File: config.mk
export PLATFORM = sky130hd
export DESIGN_NAME = spi_controller
export DESIGN_NICKNAME = d
export VERILOG_FILES = /design/src/rtl/spi_pkg.sv /design/src/rtl/spi_controller_fifo.sv /design/src/rtl/spi_controller.sv
export SDC_FILE = /design/constraint.sdc
export NUM_CORES = 1
export LEC_CHECK = 0
export ABC_AREA = 1
export BUFFER_PORTS_ARGS = -buffer_cell sky130_fd_sc_hd__buf_2
export CAP_MARGIN = 5
export CELL_PAD_IN_SITES_DETAIL_PLACEMENT = 0
export CELL_PAD_IN_SITES_GLOBAL_PLACEMENT = 1
export CORE_UTILIZATION = 30
export DETAILED_ROUTE_END_ITERATION = 16
export PLACE_DENSITY_LB_ADDON = 0.1
export SYNTH_ARGS = -nofsm -noshare
export SYNTH_HDL_FRONTEND = slang
export SYNTH_HIERARCHICAL = 1
export SYNTH_SLANG_ARGS = --single-unit
File: constraint.sdc
create_clock -name wb_clk_i -period 4 [get_ports wb_clk_i]
set_clock_uncertainty 0.05 [all_clocks]
set_input_delay 0.4 -clock wb_clk_i [delete_from_list [all_inputs] [get_ports wb_clk_i]]
set_output_delay 0.4 -clock wb_clk_i [all_outputs]
set_load 0.02 [all_outputs]
File: src/rtl/spi_pkg.sv
// -----------------------------------------------------------------------------
// spi_pkg
//   Shared definitions for the Wishbone SPI controller:
//   - register addresses on wb_adr_i
//   - STATUS register bit positions
//   - FSM state encoding
//   - a helper that packs the STATUS byte
// -----------------------------------------------------------------------------
package spi_pkg;

    localparam logic [1:0] SPI_REG_DATA    = 2'd0;
    localparam logic [1:0] SPI_REG_STATUS  = 2'd1;
    localparam logic [1:0] SPI_REG_CONTROL = 2'd2;

    localparam int STAT_TX_FULL  = 0;
    localparam int STAT_TX_EMPTY = 1;
    localparam int STAT_RX_FULL  = 2;
    localparam int STAT_RX_EMPTY = 3;
    localparam int STAT_BUSY     = 4;
    localparam int STAT_OVR      = 5;

    typedef enum logic [2:0] {
        IDLE = 3'd0,
        LOAD = 3'd1,
        LOW  = 3'd2,
        HIGH = 3'd3,
        DONE = 3'd4
    } state_t;

    // Assemble the STATUS byte; bits 7:6 read as zero.
    function automatic logic [7:0] pack_status(
        input logic tx_full,
        input logic tx_empty,
        input logic rx_full,
        input logic rx_empty,
        input logic busy,
        input logic ovr
    );
        logic [7:0] v;
        v                = 8'h00;
        v[STAT_TX_FULL]  = tx_full;
        v[STAT_TX_EMPTY] = tx_empty;
        v[STAT_RX_FULL]  = rx_full;
        v[STAT_RX_EMPTY] = rx_empty;
        v[STAT_BUSY]     = busy;
        v[STAT_OVR]      = ovr;
        return v;
    endfunction

endpackage

File: src/rtl/spi_controller_fifo.sv
// -----------------------------------------------------------------------------
// sync_fifo
//   Single-clock FIFO used for both TX and RX byte queues.
//   Pointers carry one extra wrap bit so full and empty are unambiguous.
//   A push while full is still accepted if a pop happens in the same cycle.
//
//   i_clk    clock (rising edge)
//   i_rst    synchronous active-high reset, empties the FIFO
//   i_push   write request, i_data written when accepted
//   i_pop    read request, ignored when empty
//   o_data   head entry (valid while !o_empty)
//   o_full   no free slot
//   o_empty  no stored entry
//   o_drop   push was rejected this cycle (full and no pop)
// -----------------------------------------------------------------------------
module sync_fifo #(
    parameter int WIDTH = 8,
    parameter int DEPTH = 4
) (
    input  logic             i_clk,
    input  logic             i_rst,
    input  logic             i_push,
    input  logic [WIDTH-1:0] i_data,
    input  logic             i_pop,
    output logic [WIDTH-1:0] o_data,
    output logic             o_full,
    output logic             o_empty,
    output logic             o_drop
);

    localparam int AW = $clog2(DEPTH);

    logic [WIDTH-1:0] r_mem [DEPTH];
    logic [AW:0]      r_wr_ptr;
    logic [AW:0]      r_rd_ptr;
    logic             w_do_push;
    logic             w_do_pop;

    assign o_empty   = (r_wr_ptr == r_rd_ptr);
    assign o_full    = (r_wr_ptr[AW] != r_rd_ptr[AW]) &&
                       (r_wr_ptr[AW-1:0] == r_rd_ptr[AW-1:0]);
    assign w_do_pop  = i_pop & ~o_empty;
    // A same-cycle pop frees the slot the push lands in.
    assign w_do_push = i_push & (~o_full | w_do_pop);
    assign o_drop    = i_push & ~w_do_push;
    assign o_data    = r_mem[r_rd_ptr[AW-1:0]];

    // Pointer update with synchronous reset.
    always_ff @(posedge i_clk) begin
        if (i_rst) begin
            r_wr_ptr <= '0;
            r_rd_ptr <= '0;
        end else begin
            if (w_do_push) begin
                r_wr_ptr <= r_wr_ptr + (AW+1)'(1);
            end
            if (w_do_pop) begin
                r_rd_ptr <= r_rd_ptr + (AW+1)'(1);
            end
        end
    end

    // Storage array; contents need no reset because the pointers gate them.
    always_ff @(posedge i_clk) begin
        if (w_do_push) begin
            r_mem[r_wr_ptr[AW-1:0]] <= i_data;
        end
    end

endmodule

File: src/rtl/spi_controller.sv
// -----------------------------------------------------------------------------
// spi_controller
//   Wishbone (pipelined B4) responder driving an SPI mode 0 link, MSB first.
//   Bytes written to DATA are queued in a TX FIFO, shifted out on spi_sdo_o,
//   and the bytes captured from spi_sdi_i are queued in an RX FIFO for reading.
//
//   wb_clk_i    clock          wb_reset_i  synchronous active-high reset
//   wb_adr_i    0 DATA, 1 STATUS, 2 CONTROL, 3 reserved
//   wb_dat_i    write data     wb_dat_o    read data (valid with wb_ack_o)
//   wb_we_i     write enable   wb_cyc_i/wb_stb_i  bus request
//   wb_ack_o    acknowledge one cycle after the strobe
//   wb_stall_o  always 0
//   spi_sck_o   SPI clock, idles low
//   spi_sdo_o   controller-out data, changes with SCK falling
//   spi_sdi_i   controller-in data, sampled as SCK rises
//   spi_cs_no   chip select, active low, software controlled
// -----------------------------------------------------------------------------
module spi_controller #(
    parameter int FIFO_DEPTH = 4,
    parameter int DIV_RESET  = 3
) (
    input  logic       wb_clk_i,
    input  logic       wb_reset_i,
    input  logic [1:0] wb_adr_i,
    input  logic [7:0] wb_dat_i,
    output logic [7:0] wb_dat_o,
    input  logic       wb_we_i,
    input  logic       wb_cyc_i,
    input  logic       wb_stb_i,
    output logic       wb_ack_o,
    output logic       wb_stall_o,
    output logic       spi_sck_o,
    output logic       spi_sdo_o,
    input  logic       spi_sdi_i,
    output logic       spi_cs_no
);

    import spi_pkg::*;

    logic       w_req;
    logic       w_tx_push;
    logic       w_tx_pop;
    logic       w_rx_push;
    logic       w_rx_pop;
    logic [7:0] w_tx_data;
    logic [7:0] w_rx_data;
    logic       w_tx_full;
    logic       w_tx_empty;
    logic       w_tx_drop;
    logic       w_rx_full;
    logic       w_rx_empty;
    logic       w_rx_drop;
    logic [7:0] w_rd_data;

    logic       r_ack;
    logic [7:0] r_dat;
    logic [3:0] r_div;
    logic       r_cs_n;
    logic       r_ovr;

    state_t     r_state;
    logic       r_sck;
    logic       r_sdo;
    logic       r_busy;
    logic [7:0] r_tx_shift;
    logic [7:0] r_rx_shift;
    logic [2:0] r_bit_cnt;
    logic [3:0] r_div_cnt;
    logic [3:0] r_div_lat;

    assign w_req     = wb_cyc_i & wb_stb_i;
    assign w_tx_push = w_req & wb_we_i & (wb_adr_i == SPI_REG_DATA);
    assign w_rx_pop  = w_req & ~wb_we_i & (wb_adr_i == SPI_REG_DATA);
    assign w_tx_pop  = (r_state == LOAD);
    assign w_rx_push = (r_state == DONE);

    sync_fifo #(.WIDTH(8), .DEPTH(FIFO_DEPTH)) u_tx_fifo (
        .i_clk   (wb_clk_i),
        .i_rst   (wb_reset_i),
        .i_push  (w_tx_push),
        .i_data  (wb_dat_i),
        .i_pop   (w_tx_pop),
        .o_data  (w_tx_data),
        .o_full  (w_tx_full),
        .o_empty (w_tx_empty),
        .o_drop  (w_tx_drop)
    );

    sync_fifo #(.WIDTH(8), .DEPTH(FIFO_DEPTH)) u_rx_fifo (
        .i_clk   (wb_clk_i),
        .i_rst   (wb_reset_i),
        .i_push  (w_rx_push),
        .i_data  (r_rx_shift),
        .i_pop   (w_rx_pop),
        .o_data  (w_rx_data),
        .o_full  (w_rx_full),
        .o_empty (w_rx_empty),
        .o_drop  (w_rx_drop)
    );

    // Read-data selection; an empty RX FIFO reads as zero.
    always_comb begin
        w_rd_data = 8'h00;
        case (wb_adr_i)
            SPI_REG_DATA: begin
                if (w_rx_empty) begin
                    w_rd_data = 8'h00;
                end else begin
                    w_rd_data = w_rx_data;
                end
            end
            SPI_REG_STATUS: begin
                w_rd_data = pack_status(w_tx_full, w_tx_empty, w_rx_full,
                                        w_rx_empty, r_busy, r_ovr);
            end
            SPI_REG_CONTROL: begin
                w_rd_data = {~r_cs_n, 3'b000, r_div};
            end
            default: begin
                w_rd_data = 8'h00;
            end
        endcase
    end

    // Bus response, CONTROL register and the sticky overrun flag.
    always_ff @(posedge wb_clk_i) begin
        if (wb_reset_i) begin
            r_ack  <= 1'b0;
            r_dat  <= 8'h00;
            r_div  <= 4'(DIV_RESET);
            r_cs_n <= 1'b1;
            r_ovr  <= 1'b0;
        end else begin
            r_ack <= w_req;
            if (w_req && !wb_we_i) begin
                r_dat <= w_rd_data;
            end else begin
                r_dat <= 8'h00;
            end
            if (w_req && wb_we_i && (wb_adr_i == SPI_REG_CONTROL)) begin
                r_div  <= wb_dat_i[3:0];
                r_cs_n <= ~wb_dat_i[7];
            end
            // A new overrun wins over a same-cycle clear so no event is lost.
            if (w_tx_drop || w_rx_drop) begin
                r_ovr <= 1'b1;
            end else if (w_req && wb_we_i && (wb_adr_i == SPI_REG_STATUS) && wb_dat_i[7]) begin
                r_ovr <= 1'b0;
            end
        end
    end

    // Byte-transfer FSM: divider, shift registers and SPI pin drivers.
    // busy is registered, so it stays high through the IDLE cycle that
    // follows DONE; a byte therefore reads busy for 16*(div+1)+3 clocks.
    always_ff @(posedge wb_clk_i) begin
        if (wb_reset_i) begin
            r_state    <= IDLE;
            r_sck      <= 1'b0;
            r_sdo      <= 1'b0;
            r_busy     <= 1'b0;
            r_tx_shift <= 8'h00;
            r_rx_shift <= 8'h00;
            r_bit_cnt  <= 3'd0;
            r_div_cnt  <= 4'd0;
            r_div_lat  <= 4'd0;
        end else begin
            case (r_state)
                IDLE: begin
                    r_sck <= 1'b0;
                    if (!w_tx_empty) begin
                        r_state <= LOAD;
                        r_busy  <= 1'b1;
                    end else begin
                        r_busy  <= 1'b0;
                    end
                end
                LOAD: begin
                    r_tx_shift <= w_tx_data;
                    r_sdo      <= w_tx_data[7];
                    r_bit_cnt  <= 3'd7;
                    r_div_lat  <= r_div;
                    r_div_cnt  <= 4'd0;
                    r_sck      <= 1'b0;
                    r_busy     <= 1'b1;
                    r_state    <= LOW;
                end
                LOW: begin
                    if (r_div_cnt == r_div_lat) begin
                        // Rising SCK edge: capture the target's bit here.
                        r_sck      <= 1'b1;
                        r_rx_shift <= {r_rx_shift[6:0], spi_sdi_i};
                        r_div_cnt  <= 4'd0;
                        r_state    <= HIGH;
                    end else begin
                        r_div_cnt  <= r_div_cnt + 4'd1;
                    end
                end
                HIGH: begin
                    if (r_div_cnt == r_div_lat) begin
                        r_sck     <= 1'b0;
                        r_div_cnt <= 4'd0;
                        if (r_bit_cnt == 3'd0) begin
                            r_state <= DONE;
                        end else begin
                            r_bit_cnt  <= r_bit_cnt - 3'd1;
                            r_tx_shift <= {r_tx_shift[6:0], 1'b0};
                            r_sdo      <= r_tx_shift[6];
                            r_state    <= LOW;
                        end
                    end else begin
                        r_div_cnt <= r_div_cnt + 4'd1;
                    end
                end
                DONE: begin
                    r_sck   <= 1'b0;
                    r_busy  <= 1'b1;
                    r_state <= IDLE;
                end
                default: begin
                    r_sck   <= 1'b0;
                    r_busy  <= 1'b0;
                    r_state <= IDLE;
                end
            endcase
        end
    end

    assign wb_ack_o   = r_ack;
    assign wb_dat_o   = r_dat;
    assign wb_stall_o = 1'b0;
    assign spi_sck_o  = r_sck;
    assign spi_sdo_o  = r_sdo;
    assign spi_cs_no  = r_cs_n;

endmodule

# Word level (Yosys, flattened, before mapping)
# Memories as Yosys holds them, arrays and structs flattened. A register that Yosys moved wholly into a read port is not among the register bits.
# Index checks and enable logic that the tools add are counted.
classes:
  add_sub_neg: 6
  eq_ne: 17
  mux: 33
  n_bitwise: 23
  n_reduce_logical: 22
ops:
  columns: ["operator", "n"]
  rows:
  - ["$pmux W8 S3", 1]
  - ["$mux W3", 6]
  - ["$mux W7", 2]
  - ["$pmux W7 S2", 1]
  - ["$add A3 B1 Y3 const B", 4]
  - ["$pmux W3 S4", 1]
  - ["$and A1 B1 Y1", 11]
  - ["$mux W1", 11]
  - ["$not A1 Y1", 10]
  - ["$mux W2", 4]
  - ["$mux W8", 1]
  - ["$ne A2 B2 Y1 const B", 4]
  - ["$pmux W4 S2", 1]
  - ["$logic_and A1 B1 Y1", 7]
  - ["$eq A3 B2 Y1 const B", 2]
  - ["$eq A3 B3 Y1", 2]
  - ["$logic_not A3 Y1", 2]
  - ["$pmux W3 S2", 1]
  - ["$reduce_and A3 Y1", 2]
  - ["$reduce_bool A2 Y1", 3]
  - ["$reduce_or A2 Y1", 3]
  - ["$add A4 B1 Y4 const B", 1]
  - ["$eq A2 B2 Y1", 2]
  - ["$eq A4 B4 Y1", 1]
  - ["14 further kinds", 18]
word_totals:
  reg_bits: 59
  ram_bits: 64
  input_bits: 16
  out_inout_bits: 13
  elab_cells: 121
  memories: 2
mem_list:
  columns: ["memory", "words", "word_bits", "rd", "rd_clocked_by_memory_dff", "wr", "line_no", "source"]
  rows:
  - ["u_rx_fifo.r_mem", 4, 8, 1, 1, 1, "spi_controller_fifo.sv:33", "logic [WIDTH-1:0] r_mem [DEPTH];"]
  - ["u_tx_fifo.r_mem", 4, 8, 1, 1, 1, "spi_controller_fifo.sv:33", null]

# Logic depth before layout (Yosys ltp)
# Gate-level depths: netlist of run 1.
logic_depth:
  word_depth: 10
  mapped_depth: 11
  depth_no_buf: 11

# By module
# The synthesis of run 1 kept the hierarchy.
by_module_without_submodules:
  columns: ["mod", "instances", "cells_each", "area_each_um2", "seq_area_each_um2"]
  rows:
  - ["sync_fifo", 2, 144, 1667.8, 1121.1]
  - ["spi_controller", 1, 291, 2068.2, 940.9]

# Least setup slack after synthesis of run 1
# No wires, ideal clock.
synth_path:
  path_type: "input-to-reg"
  from: "input wb_adr_i[1]"
  to: "memory u_rx_fifo.r_mem[0][0], enable pin"
  setup_time_ps: 371
  arrival_ps: 1548
  required_time_ps: 3579
  setup_slack_ps: 2031
  cell_stages: 7
  n_path_buf: 0
  cell_sequence: "nor2_1 -> inv_1 -> nor3_1 -> inv_1 -> nand4_4 -> nand2_4 -> nor2_1"
synth_between:
  elab_chain_cells: 7
synth_lines:
  columns: ["element", "line_no", "source"]
  rows:
  - ["start, declared", "spi_controller.sv:24", "input logic [1:0] wb_adr_i,"]
  - ["$logic_not A2 Y1", "spi_controller.sv:73", "assign w_rx_pop = w_req & ~wb_we_i & (wb_adr_i == SPI_REG_DATA);"]
  - ["$and A1 B1 Y1", "spi_controller.sv:73", null]
  - ["net w_rx_pop", "spi_controller.sv:44", "logic w_rx_pop;"]
  - ["$and A1 B1 Y1", "spi_controller_fifo.sv:42", "assign w_do_pop = i_pop & ~o_empty;"]
  - ["$or A1 B1 Y1", "spi_controller_fifo.sv:44", "assign w_do_push = i_push & (~o_full | w_do_pop);"]
  - ["$and A1 B1 Y1", "spi_controller_fifo.sv:44", null]
  - ["$mux W1", "spi_controller_fifo.sv:65", "if (w_do_push) begin"]
  - ["$mux W1 (implied by the code)", "spi_controller_fifo.sv:66", "r_mem[r_wr_ptr[AW-1:0]] <= i_data;"]
  - ["end, declared", "spi_controller_fifo.sv:33", null]
# The timed path passes the listed nets, and every way through them passes these cells.

# Worst setup path in the final report of run 1
layout_path:
  from: "register r_state[2]"
  to: "memory u_tx_fifo.r_mem[3][1], enable pin"
layout_between:
  elab_chain_cells: 6
layout_lines:
  columns: ["element", "line_no", "source"]
  rows:
  - ["start, declared", "spi_controller.sv:61", "state_t r_state;"]
  - ["start signal, assigned", "spi_controller.sv:158", "r_state <= IDLE;"]
  - ["start signal, assigned", "spi_controller.sv:172", "r_state <= LOAD;"]
  - ["start signal, assigned", "spi_controller.sv:186", "r_state <= LOW;"]
  - ["$eq A3 B1 Y1", "spi_controller.sv:74", "assign w_tx_pop = (r_state == LOAD);"]
  - ["net w_tx_pop", "spi_controller.sv:42", "logic w_tx_pop;"]
  - ["$and A1 B1 Y1", "spi_controller_fifo.sv:42", null]
  - ["$or A1 B1 Y1", "spi_controller_fifo.sv:44", null]
  - ["$and A1 B1 Y1", "spi_controller_fifo.sv:44", null]
  - ["$mux W1", "spi_controller_fifo.sv:65", null]
  - ["$mux W1 (implied by the code)", "spi_controller_fifo.sv:66", null]
  - ["end, declared", "spi_controller_fifo.sv:33", null]
# The timed path passes the listed nets, and every way through them passes these cells.

==> results of run 1 <==
==> through the flow <==
| stage | util, % | worst slack (ns) | hold WS (ns) | instances | cell area [um^2] |
|---|---|---|---|---|---|
| 2_1_floorplan | - | 2.03 | 0.389 | 579 | 5400 |
| 3_3_place_gp | 33.0 | 1.60 | 0.399 | 819 | 5740 |
| 3_5_place_dp | 33.0 | 1.55 | 0.405 | 819 | 5740 |
| 4_1_cts | 36.4 | 1.82 | 0.165 | 851 | 6330 |
| 5_1_grt | 36.4 | 1.66 | 0.172 | 851 | 6330 |
| 6_report | 36.4 | 1.80 | 0.190 | 851 | 6330 |
==> logic make-up (layout without fill, tap and decap cells) <==
family	after synthesis	after routing	share of synthesized area [%]
AO/OA/AOI/OAI	110	110	10.8
adder cells (fa/ha/maj)	13	13	3.01
AND/OR/NAND/NOR	246	246	19.8
other	1	1	0.0694
buffers and inverters	74	121	5.86
flip-flops	127	127	58.9
XOR/XNOR	8	8	1.57
==> layer usage <==
metal	track usage, %	part of all wire [%]	wire length (um)	vias up
li1	-	-	-	2009
met1	21.4	51	6640	1859
met2	22.5	44	5650	70
met3	3.99	3.7	482	8
met4	5.06	0.94	121	0
met5	0	0	0	-
==> state kept, by name, indices dropped and copies added, names as in the netlist, 3 cells and up, named ones only <==
signal	count
u_rx_fifo/r_wr_ptr	3
u_rx_fifo/r_rd_ptr	3
r_bit_cnt	3
r_div	4
r_state	3
u_rx_fifo/r_mem	32
wb_dat_o	8
u_tx_fifo/r_rd_ptr	3
u_tx_fifo/r_mem	32
r_div_lat	4
r_tx_shift	7
r_rx_shift	8
u_tx_fifo/r_wr_ptr	3
r_div_cnt	4
==> power breakdown <==
group	internal, mW	switching (mW)	total [mW]
registers	1.44	0.0512	1.49
clock network	0.889	0.654	1.54
logic	0.132	0.295	0.427
total	2.46	0.999	3.46
==> worst max-delay path: cells and delay by family, from the launching register on <==
kind / cells / cell delay [ns]
and+or+nand+nor: 5 / 1.03
DFF: 1 / 0.38
buffers and inverters: 3 / 0.36
==> Yosys cell counts <==
cell,instances
sky130_fd_sc_hd__nand2_1,113
sky130_fd_sc_hd__nor2_1,75
sky130_fd_sc_hd__edfxtp_1,64
sky130_fd_sc_hd__dfxtp_1,63
sky130_fd_sc_hd__inv_1,55
sky130_fd_sc_hd__a21oi_1,45
sky130_fd_sc_hd__o21ai_0,38
sky130_fd_sc_hd__nand3_1,37
sky130_fd_sc_hd__o22ai_1,16
sky130_fd_sc_hd__ha_1,13
sky130_fd_sc_hd__nand2_2,9
sky130_fd_sc_hd__xor2_1,6
sky130_fd_sc_hd__inv_2,5
sky130_fd_sc_hd__o21ai_1,5
sky130_fd_sc_hd__buf_2,4
sky130_fd_sc_hd__clkbuf_1,4
sky130_fd_sc_hd__a31oi_1,3
sky130_fd_sc_hd__buf_4,3
sky130_fd_sc_hd__buf_6,3
sky130_fd_sc_hd__nor2_2,3
sky130_fd_sc_hd__nand2_4,2
sky130_fd_sc_hd__nand3_2,2
sky130_fd_sc_hd__nand4_4,2
sky130_fd_sc_hd__nor3_1,2
sky130_fd_sc_hd__o211ai_1,2
sky130_fd_sc_hd__xnor2_2,2
sky130_fd_sc_hd__a22oi_1,1
sky130_fd_sc_hd__conb_1,1
sky130_fd_sc_hd__nor3_2,1
==> final cells by class <==
class | count | area share (%)
Timing Repair Buffer | 29 | 2.37
Multi-Input combinational cell | 378 | 30.1
Sequential cell | 127 | 50.2
Tap cell | 225 | 4.44
Clock buffer | 17 | 6.72
Clock inverter | 15 | 2.61
Inverter | 60 | 3.56
==> final timing paths <==
path	startpoint	endpoint	slack, ns	cells after the start
worst max register to register	r_state[2]	u_tx_fifo/r_mem[3][1]	1.80	8
worst min register to register	spi_sdo_o	spi_sdo_o	0.41	2
worst max-delay path	r_state[2]	u_tx_fifo/r_mem[3][1]	1.80	8
worst min-delay path	wb_dat_i[4]	u_tx_fifo/r_mem[0][4]	0.19	1
==> impl_summary.txt, run 1 <==
----------------------------------------------------
[GRT]
  Remaining Overflow, GRT ... 0
  Initial antenna violation count ... 0
  Pin count of the biggest net entering global routing ... 29
  Number of global-route vias before repair ... 3880
  Wire length of the first global-routing pass ... ~21 mm
  Global-route usage over all layers ... 15.2%

[Worst setup path]
  Max incr delay on CP ... 0.62 ns
  Crit Path Class ... reg2reg
  CP Cell Sequence ... inv_1 > nand2_1 > nor2_1 > buf_4 > inv_1 > nand4_4 > nand2_4 > nor2_1
  Highest fanout seen on the critical path ... 8
  Worst Path Required ... about 4 ns
  Critical Path AT ... 2.19 ns
  Nature of the critical path endpoint ... register
  Startpoint class of the critical path ... register
  Slowest cell on crit path ... sky130_fd_sc_hd__nor2_1

[Pwr]
  Final Total Pwr ... ~3.5 mW
  Leakage power ... between 2 and 2.5 nW
  Power density relative to cell area ... 546 nW/um^2
  Worst VDD drop ... 0.000300 V

[Timing]
  Pins Over Slew Limit ... 0
  Final-layout setup total negative slack ... 0 ns
  Final number of hold-violating endpoints ... 0
  Setup violators final ... 0
  Max transition margin ... between 40% and 50%
  Actual transition at the worst max-transition pin ... approximately 0.76 ns
  RSZ-0062 raised after global routing ... false
  Post-layout min period ... between 2 and 2.5 ns
  Maximum clock frequency ... 455 MHz
  Post-route clock period utilization ... approximately 55%

[Routing]
  Number of routed nets with antenna violations ... 0
  Wire length reported by the detailed router ... about 13 mm
  Remaining design rule violation count ... 0
  Length of the first detailed-routing pass in iterations ... 4
  Via count ... around 4000
  WL/cell ... roughly 15 um
  Number of design-rule violations left by the first detailed-router iteration ... approximately 270
  Post-DR vias/cell ... roughly 4.6

[Clock tree]
  Worst-Skew Late Latency ... 0.42 ns
  Number of clock buffers inserted by TritonCTS ... 17
  H-tree depth reported by CTS ... 4
  Setup bufs post-CTS ... 0
  Root buf cell ... sky130_fd_sc_hd__clkbuf_16
  Clock tree from TritonCTS ... yes
  Clock Sink Count ... about 130
  Hold buffer count at cts ... 0
  Cts repair resizes ... 0
  Reg clk slew, reported paths ... approximately 0.060 ns
  Clock tree buffer depth ... 2

[Yosys]
  YS warnings ... 6
  Proportion of synthesized chip area in sequential cells ... about three fifths
  Synthesized net count ... roughly 610
  Biggest area consumer among synthesized cells ... sky130_fd_sc_hd__edfxtp_1
  Mean area per synthesized cell ... 9.33 um^2
  Gate Count Post-Synth ... approximately 580
  Share of the synthesized area in the top cell type ... about 36%
  Leading post-synthesis cells by cell area ... sky130_fd_sc_hd__edfxtp_1 36%, sky130_fd_sc_hd__dfxtp_1 23%, sky130_fd_sc_hd__nand2_1 7.8%, sky130_fd_sc_hd__nor2_1 5.2%, sky130_fd_sc_hd__a21oi_1 4.2%
  Netlist cell types ... 29
  Summed instance area of the synthesized netlist ... between 5000 and 6000 um^2
  Post-synthesis register bit count ... between 100 and 150

[Layout]
  Fillers ... approximately 1800
  Most frequent cells in the layout ... 113 x sky130_fd_sc_hd__nand2_1, 75 x sky130_fd_sc_hd__nor2_1, 64 x sky130_fd_sc_hd__edfxtp_1
  Most common cell after layout, fill and taps aside ... sky130_fd_sc_hd__nand2_1
  Number of inserted diodes ... 0
  Seq. cell area ... roughly 3200 um^2
  Signed area change from the synthesized netlist to the final layout ... 17.2%
  Footprint of the multi-input gates ... roughly 1900 um^2
  Share of cells above drive strength 1 ... approximately 14%
  Layout Nets ... between 600 and 700

[Die]
  Die area ... 18600 um^2
  FP Rows ... 48
  Core outline area ... 17400 um^2
  Height of the chip ... around 140 um
  Die X-Extent ... 136 um
  Initial Utilization ... between 30 and 40%
  Number of top-level pins ... 29

[Place]
  Placer Congestion ... slightly below 0.8
  Number of I/O port buffers ... 27
  HPWL after detailed placement ... 9.19 mm

[Run status]
  Status ... complete, no violations

[Worst hold path]
  Path type of the worst min-delay path ... in2reg

[Run]
  Max-cap violation count ... 0

----------------------------------------------------
No activity file was read; power rests on OpenSTA's default activity.
==> run 2, diff against run 1 <==
Clock period 4 ns to 2.2 ns, I/O delays scaled along.
==> impl_summary.txt, run 2 (same netlist as run 1, synthesis figures left out) <==
----------------------------------------------------
[Layout]
  Most frequent cells in the layout ... 113 x sky130_fd_sc_hd__nand2_1, 75 x sky130_fd_sc_hd__nor2_1, 64 x sky130_fd_sc_hd__edfxtp_1
  Number of inserted diodes ... 0
  Most common cell after layout, fill and taps aside ... sky130_fd_sc_hd__nand2_1
  Share of cells above drive strength 1 ... between 10% and 20%
  Signed area change from the synthesized netlist to the final layout ... 19.9%
  Layout Nets ... between 600 and 700

[Clock tree]
  Hold buffer count at cts ... 6
  Number of clock buffers inserted by TritonCTS ... 17
  Root buf cell ... sky130_fd_sc_hd__clkbuf_16
  Clock tree from TritonCTS ... yes
  Setup bufs post-CTS ... 0
  Worst-Skew Late Latency ... between 0.4 and 0.5 ns
  Cts repair resizes ... 0
  Clock Sink Count ... 127
  Clock tree buffer depth ... 2
  Reg clk slew, reported paths ... 0.06 ns
  H-tree depth reported by CTS ... 4

[Die]
  Die area ... 18600 um^2
  Core outline area ... 17400 um^2
  Number of top-level pins ... 29
  Initial Utilization ... a little under a third
  Height of the chip ... ~140 um
  Die X-Extent ... around 140 um
  FP Rows ... between 40 and 50

[Run status]
  Status ... complete, no violations

[Timing]
  Post-route clock period utilization ... roughly 85%
  Final worst slack ... about 0.34 ns
  RSZ-0062 raised after global routing ... false
  Final number of hold-violating endpoints ... 0
  Max transition margin ... approximately three fifths
  Pins Over Slew Limit ... 0
  Actual transition at the worst max-transition pin ... between 0.5 and 0.6 ns
  Setup violators final ... 0
  Post-Route Hold Slack ... 0.0112 ns
  Maximum clock frequency ... around 540 MHz
  Post-layout min period ... around 1.9 ns
  Final-layout setup total negative slack ... 0 ns

[Place]
  Placer Congestion ... roughly 0.75
  Placement Setup Slack ... about 0.32 ns
  Number of I/O port buffers ... 27
  HPWL after detailed placement ... approximately 9.0 mm

[Worst setup path]
  Worst reg2reg path startpoint ... r_state[2]
  Worst Path Required ... 2.26 ns
  Startpoint class of the critical path ... register
  Worst Setup SP ... r_state[2]
  Nature of the critical path endpoint ... register
  Highest fanout seen on the critical path ... 8
  Critical Path AT ... 1.93 ns
  Crit Path Class ... reg2reg

[Routing]
  Via count ... 3967
  Length of the first detailed-routing pass in iterations ... 4
  Remaining design rule violation count ... 0
  Post-DR vias/cell ... around 4.6
  Wire length reported by the detailed router ... roughly 12 mm
  Number of routed nets with antenna violations ... 0
  WL/cell ... approximately 14 um
  Number of design-rule violations left by the first detailed-router iteration ... 189

[Worst hold path]
  Path type of the worst min-delay path ... in2reg
  Startpoint of the tightest hold check path ... wb_dat_i[4]

[GRT]
  Initial antenna violation count ... 0
  Global-route usage over all layers ... approximately 15%
  Number of global-route vias before repair ... approximately 3900
  Wire length of the first global-routing pass ... ~20 mm
  Pin count of the biggest net entering global routing ... 36
  Remaining Overflow, GRT ... 0

[Pwr]
  Power density relative to cell area ... 968 nW/um^2
  Leakage power ... between 2 and 2.5 nW
  Worst VDD drop ... roughly 0.00057 V

[Run]
  Max-cap violation count ... 0

----------------------------------------------------
[run 2: changes by cell type in the layout (fill, tap and decap cells not counted), moves of 2 or more]
cell,before,now
sky130_fd_sc_hd__inv_8,4,0
sky130_fd_sc_hd__bufinv_16,1,3
sky130_fd_sc_hd__dlygate4sd3_1,0,6
sky130_fd_sc_hd__buf_4,2,15
sky130_fd_sc_hd__inv_6,7,0
sky130_fd_sc_hd__clkinv_1,0,4
sky130_fd_sc_hd__clkinv_2,1,4
[run 2: metal layers]
layer	wire length [um]	track usage [%]	share of wire [%]	vias up
li1	-	-	-	2038
met1	6520	20.7	53	1875
met2	5400	21.4	44	44
met3	324	3.73	2.6	10
met4	150	5.56	1.2	0
met5	0	0	0	-
[run 2: cell type report]
type | count | area, um^2
inverter | 60 | 225
sequential | 127 | 3180
tap | 225 | 282
fill | 1792 | 10900
timing repair buffer | 48 | 308
clock inverter | 14 | 149
multi-input combinational | 378 | 1900
clock buffer | 18 | 429
[run 2: critical path, stage by stage, from the launching register on]
cell	delay [ns]
sky130_fd_sc_hd__dfxtp_1	0.38
sky130_fd_sc_hd__inv_1	0.14
sky130_fd_sc_hd__nand2_1	0.10
sky130_fd_sc_hd__nor2_1	0.25
sky130_fd_sc_hd__inv_1	0.12
sky130_fd_sc_hd__nand4_4	0.15
sky130_fd_sc_hd__nand2_4	0.09
sky130_fd_sc_hd__nor2_1	0.10
sky130_fd_sc_hd__buf_4	0.19
[run 2: where the power goes]
part           internal (mW)  leakage, nW  switching (mW)
clock network           1.75        0.279           0.987
logic                  0.269         1.10           0.554
registers               2.61         1.09          0.0920
total                   4.64         2.48            1.63
[run 2: worst paths after layout]
check	endpoint	cells after the start	slack, ns
setup reg to reg	u_tx_fifo/r_mem[3][0]	8	0.34
hold / removal	u_tx_fifo/r_mem[3][4]	1	0.01
setup / recovery	u_tx_fifo/r_mem[3][0]	8	0.34
hold reg to reg	spi_sdo_o	2	0.41
[run 2: through the flow]
| stage | utilization, % | power [mW] | cells | cell area, um^2 |
|---|---|---|---|---|
| after floorplan | - | 3.32 | 579 | 5400 |
| after global placement | 33.5 | 3.58 | 832 | 5840 |
| after detailed placement | 33.5 | 3.58 | 832 | 5840 |
| after CTS | 37.2 | 6.35 | 870 | 6480 |
| after global routing | 37.2 | 6.60 | 870 | 6480 |
| final | 37.2 | 6.27 | 870 | 6480 |
==> run 3, diff against run 2 <==
Clock period 2.2 ns to 1.56 ns, I/O delays scaled along.
==> impl_summary.txt, run 3 (same netlist as run 1, synthesis figures left out) <==
----------------------------------------------------
[Worst setup path]
  Slowest cell on crit path ... sky130_fd_sc_hd__dfxtp_4
  Worst Path Required ... roughly 1.6 ns
  Kind of cell adding the most delay to the critical path ... simple AND/OR/NAND/NOR gates
  Critical Path AT ... 1.53 ns
  Crit Path Class ... reg2reg
  Nature of the critical path endpoint ... register
  Worst path bufs/invs ... 2
  Most numerous cell on the critical path ... sky130_fd_sc_hd__nor2_4
  CP Cell Sequence ... inv_4 > nand2_4 > nor2_4 > inv_2 > nand4_4 > nand2_8 > nor2_4
  Highest fanout seen on the critical path ... 8
  Startpoint class of the critical path ... register
  Max incr delay on CP ... about 0.35 ns

[Routing]
  Remaining design rule violation count ... 0
  Wire length reported by the detailed router ... between 10 and 15 mm
  Number of routed nets with antenna violations ... 0
  Via count ... 4143
  Post-DR vias/cell ... approximately 4.5
  Number of design-rule violations left by the first detailed-router iteration ... 201
  Length of the first detailed-routing pass in iterations ... 4
  WL/cell ... 14.4 um

[Pwr]
  Leakage power ... about 2.7 nW
  Switching share of power ... 28.8%
  Power density relative to cell area ... roughly 1300 nW/um^2
  Comb power frac ... ~16%
  Portion of total power attributed to sequential cells ... between 40 and 50%
  Power share of the clock group ... approximately two fifths
  Final Total Pwr ... just over 9 mW
  Net load switching power ... roughly 2.6 mW
  Worst VDD drop ... just under 0.0008 V
  Cell internal pwr ... 6.46 mW

[Layout]
  Most common cell after layout, fill and taps aside ... sky130_fd_sc_hd__nand2_1
  Post-Layout Cell Count ... 912
  Most frequent cells in the layout ... 110 x sky130_fd_sc_hd__nand2_1, 64 x sky130_fd_sc_hd__edfxtp_1, 63 x sky130_fd_sc_hd__nor2_1
  Signed area change from the synthesized netlist to the final layout ... 29.1%
  Share of cells above drive strength 1 ... about a quarter
  Number of inserted diodes ... 0
  Fillers ... ~1800
  Layout Nets ... around 700
  Util after Layout ... between 40% and 50%
  Final std cell area, no fill ... between 6000 and 7000 um^2

[Run status]
  Status ... complete, no violations

[Timing]
  Maximum clock frequency ... 669 MHz
  Final-layout setup total negative slack ... 0 ns
  Final worst slack ... between 0.06 and 0.07 ns
  Setup violators final ... 0
  Pins Over Slew Limit ... 0
  Post-layout min period ... 1.49 ns
  Final number of hold-violating endpoints ... 0
  Post-route clock period utilization ... a little over nine tenths
  RSZ-0062 raised after global routing ... true
  Post-Route Hold Slack ... around 0.021 ns

[Die]
  FP Rows ... between 40 and 50
  Core outline area ... 17400 um^2
  Height of the chip ... around 140 um
  Initial Utilization ... 31.0%
  Die X-Extent ... approximately 140 um
  Die area ... between 15000 and 20000 um^2
  Number of top-level pins ... 29

[Clock tree]
  Number of clock buffers inserted by TritonCTS ... 17
  Reg clk slew, reported paths ... 0.06 ns
  Clock tree buffer depth ... 2
  H-tree depth reported by CTS ... 4
  Clock Sink Count ... between 100 and 150
  Root buf cell ... sky130_fd_sc_hd__clkbuf_16
  Worst-Skew Late Latency ... 0.42 ns
  Clock tree from TritonCTS ... yes
  Setup bufs post-CTS ... 0

[Place]
  Placer Congestion ... between 0.7 and 0.8
  HPWL after detailed placement ... 9.66 mm
  Placed Instance Area ... around 6200 um^2
  Number of I/O port buffers ... 27
  Placement Setup Slack ... -0.0808 ns
  Total placed cells including tap cells ... 870

[GRT]
  Wire length of the first global-routing pass ... roughly 21 mm
  Initial antenna violation count ... 0
  Number of global-route vias before repair ... 3922
  Global-route usage over all layers ... between 10% and 20%
  Pin count of the biggest net entering global routing ... 23
  Remaining Overflow, GRT ... 0

[Run]
  Max-cap violation count ... 0

[Worst hold path]
  Path type of the worst min-delay path ... in2reg

----------------------------------------------------
==> run 3: path summary, 6_finish.rpt <==
path	start	endpoint	slack, ns	depth (start not counted)
worst max register to register	r_state[2]	u_tx_fifo/r_mem[1][0]	0.07	7
worst min register to register	spi_sdo_o	spi_sdo_o	0.41	2
worst min-delay path	wb_stb_i	wb_ack_o	0.02	3
worst max-delay path	r_state[2]	u_tx_fifo/r_mem[1][0]	0.07	7
==> run 3: worst register-to-register path, cell delays in order, from the launching register on <==
cell and delay [ns]:
sky130_fd_sc_hd__dfxtp_4 0.35, sky130_fd_sc_hd__inv_4 0.06, sky130_fd_sc_hd__nand2_4 0.05, sky130_fd_sc_hd__nor2_4 0.12, sky130_fd_sc_hd__inv_2 0.07, sky130_fd_sc_hd__nand4_4 0.12, sky130_fd_sc_hd__nand2_8 0.09, sky130_fd_sc_hd__nor2_4 0.27
==> run 3: layout make-up <==
type | count | area [um^2] | area share, %
clock inverters | 14 | 120 | 1.72
repair buffers | 90 | 687 | 9.85
flip-flops and latches | 127 | 3200 | 45.9
well taps | 225 | 282 | 4.04
inverters | 60 | 230 | 3.30
clock buffers | 18 | 450 | 6.46
multi-input cells | 378 | 2010 | 28.8
==> run 3: metal layers <==
layer	vias up	track usage, %	part of all wire (%)
met5	-	0	0
met4	0	5.37	0.90
met3	11	4.29	3.5
met2	60	22.8	45
met1	1944	21.1	51
li1	2128	-	-
==> run 3: power groups by stage <==
stage	combinational [mW]	sequential (mW)	clock, mW
floorplan	0.846	3.87	0
global placement	1.40	3.88	0
detailed placement	1.40	3.88	0
CTS	1.43	3.81	3.90
global route	1.66	3.86	4.05
finish	1.47	3.83	3.78
==> run 3: what timing repair did <==
action,in CTS,in global routing
hold buffers,10,0
cloned,0,0
resized for setup,1,28
pin swaps,0,8
hold endpoints to repair,37,0
endpoints found under the setup margin,1,69
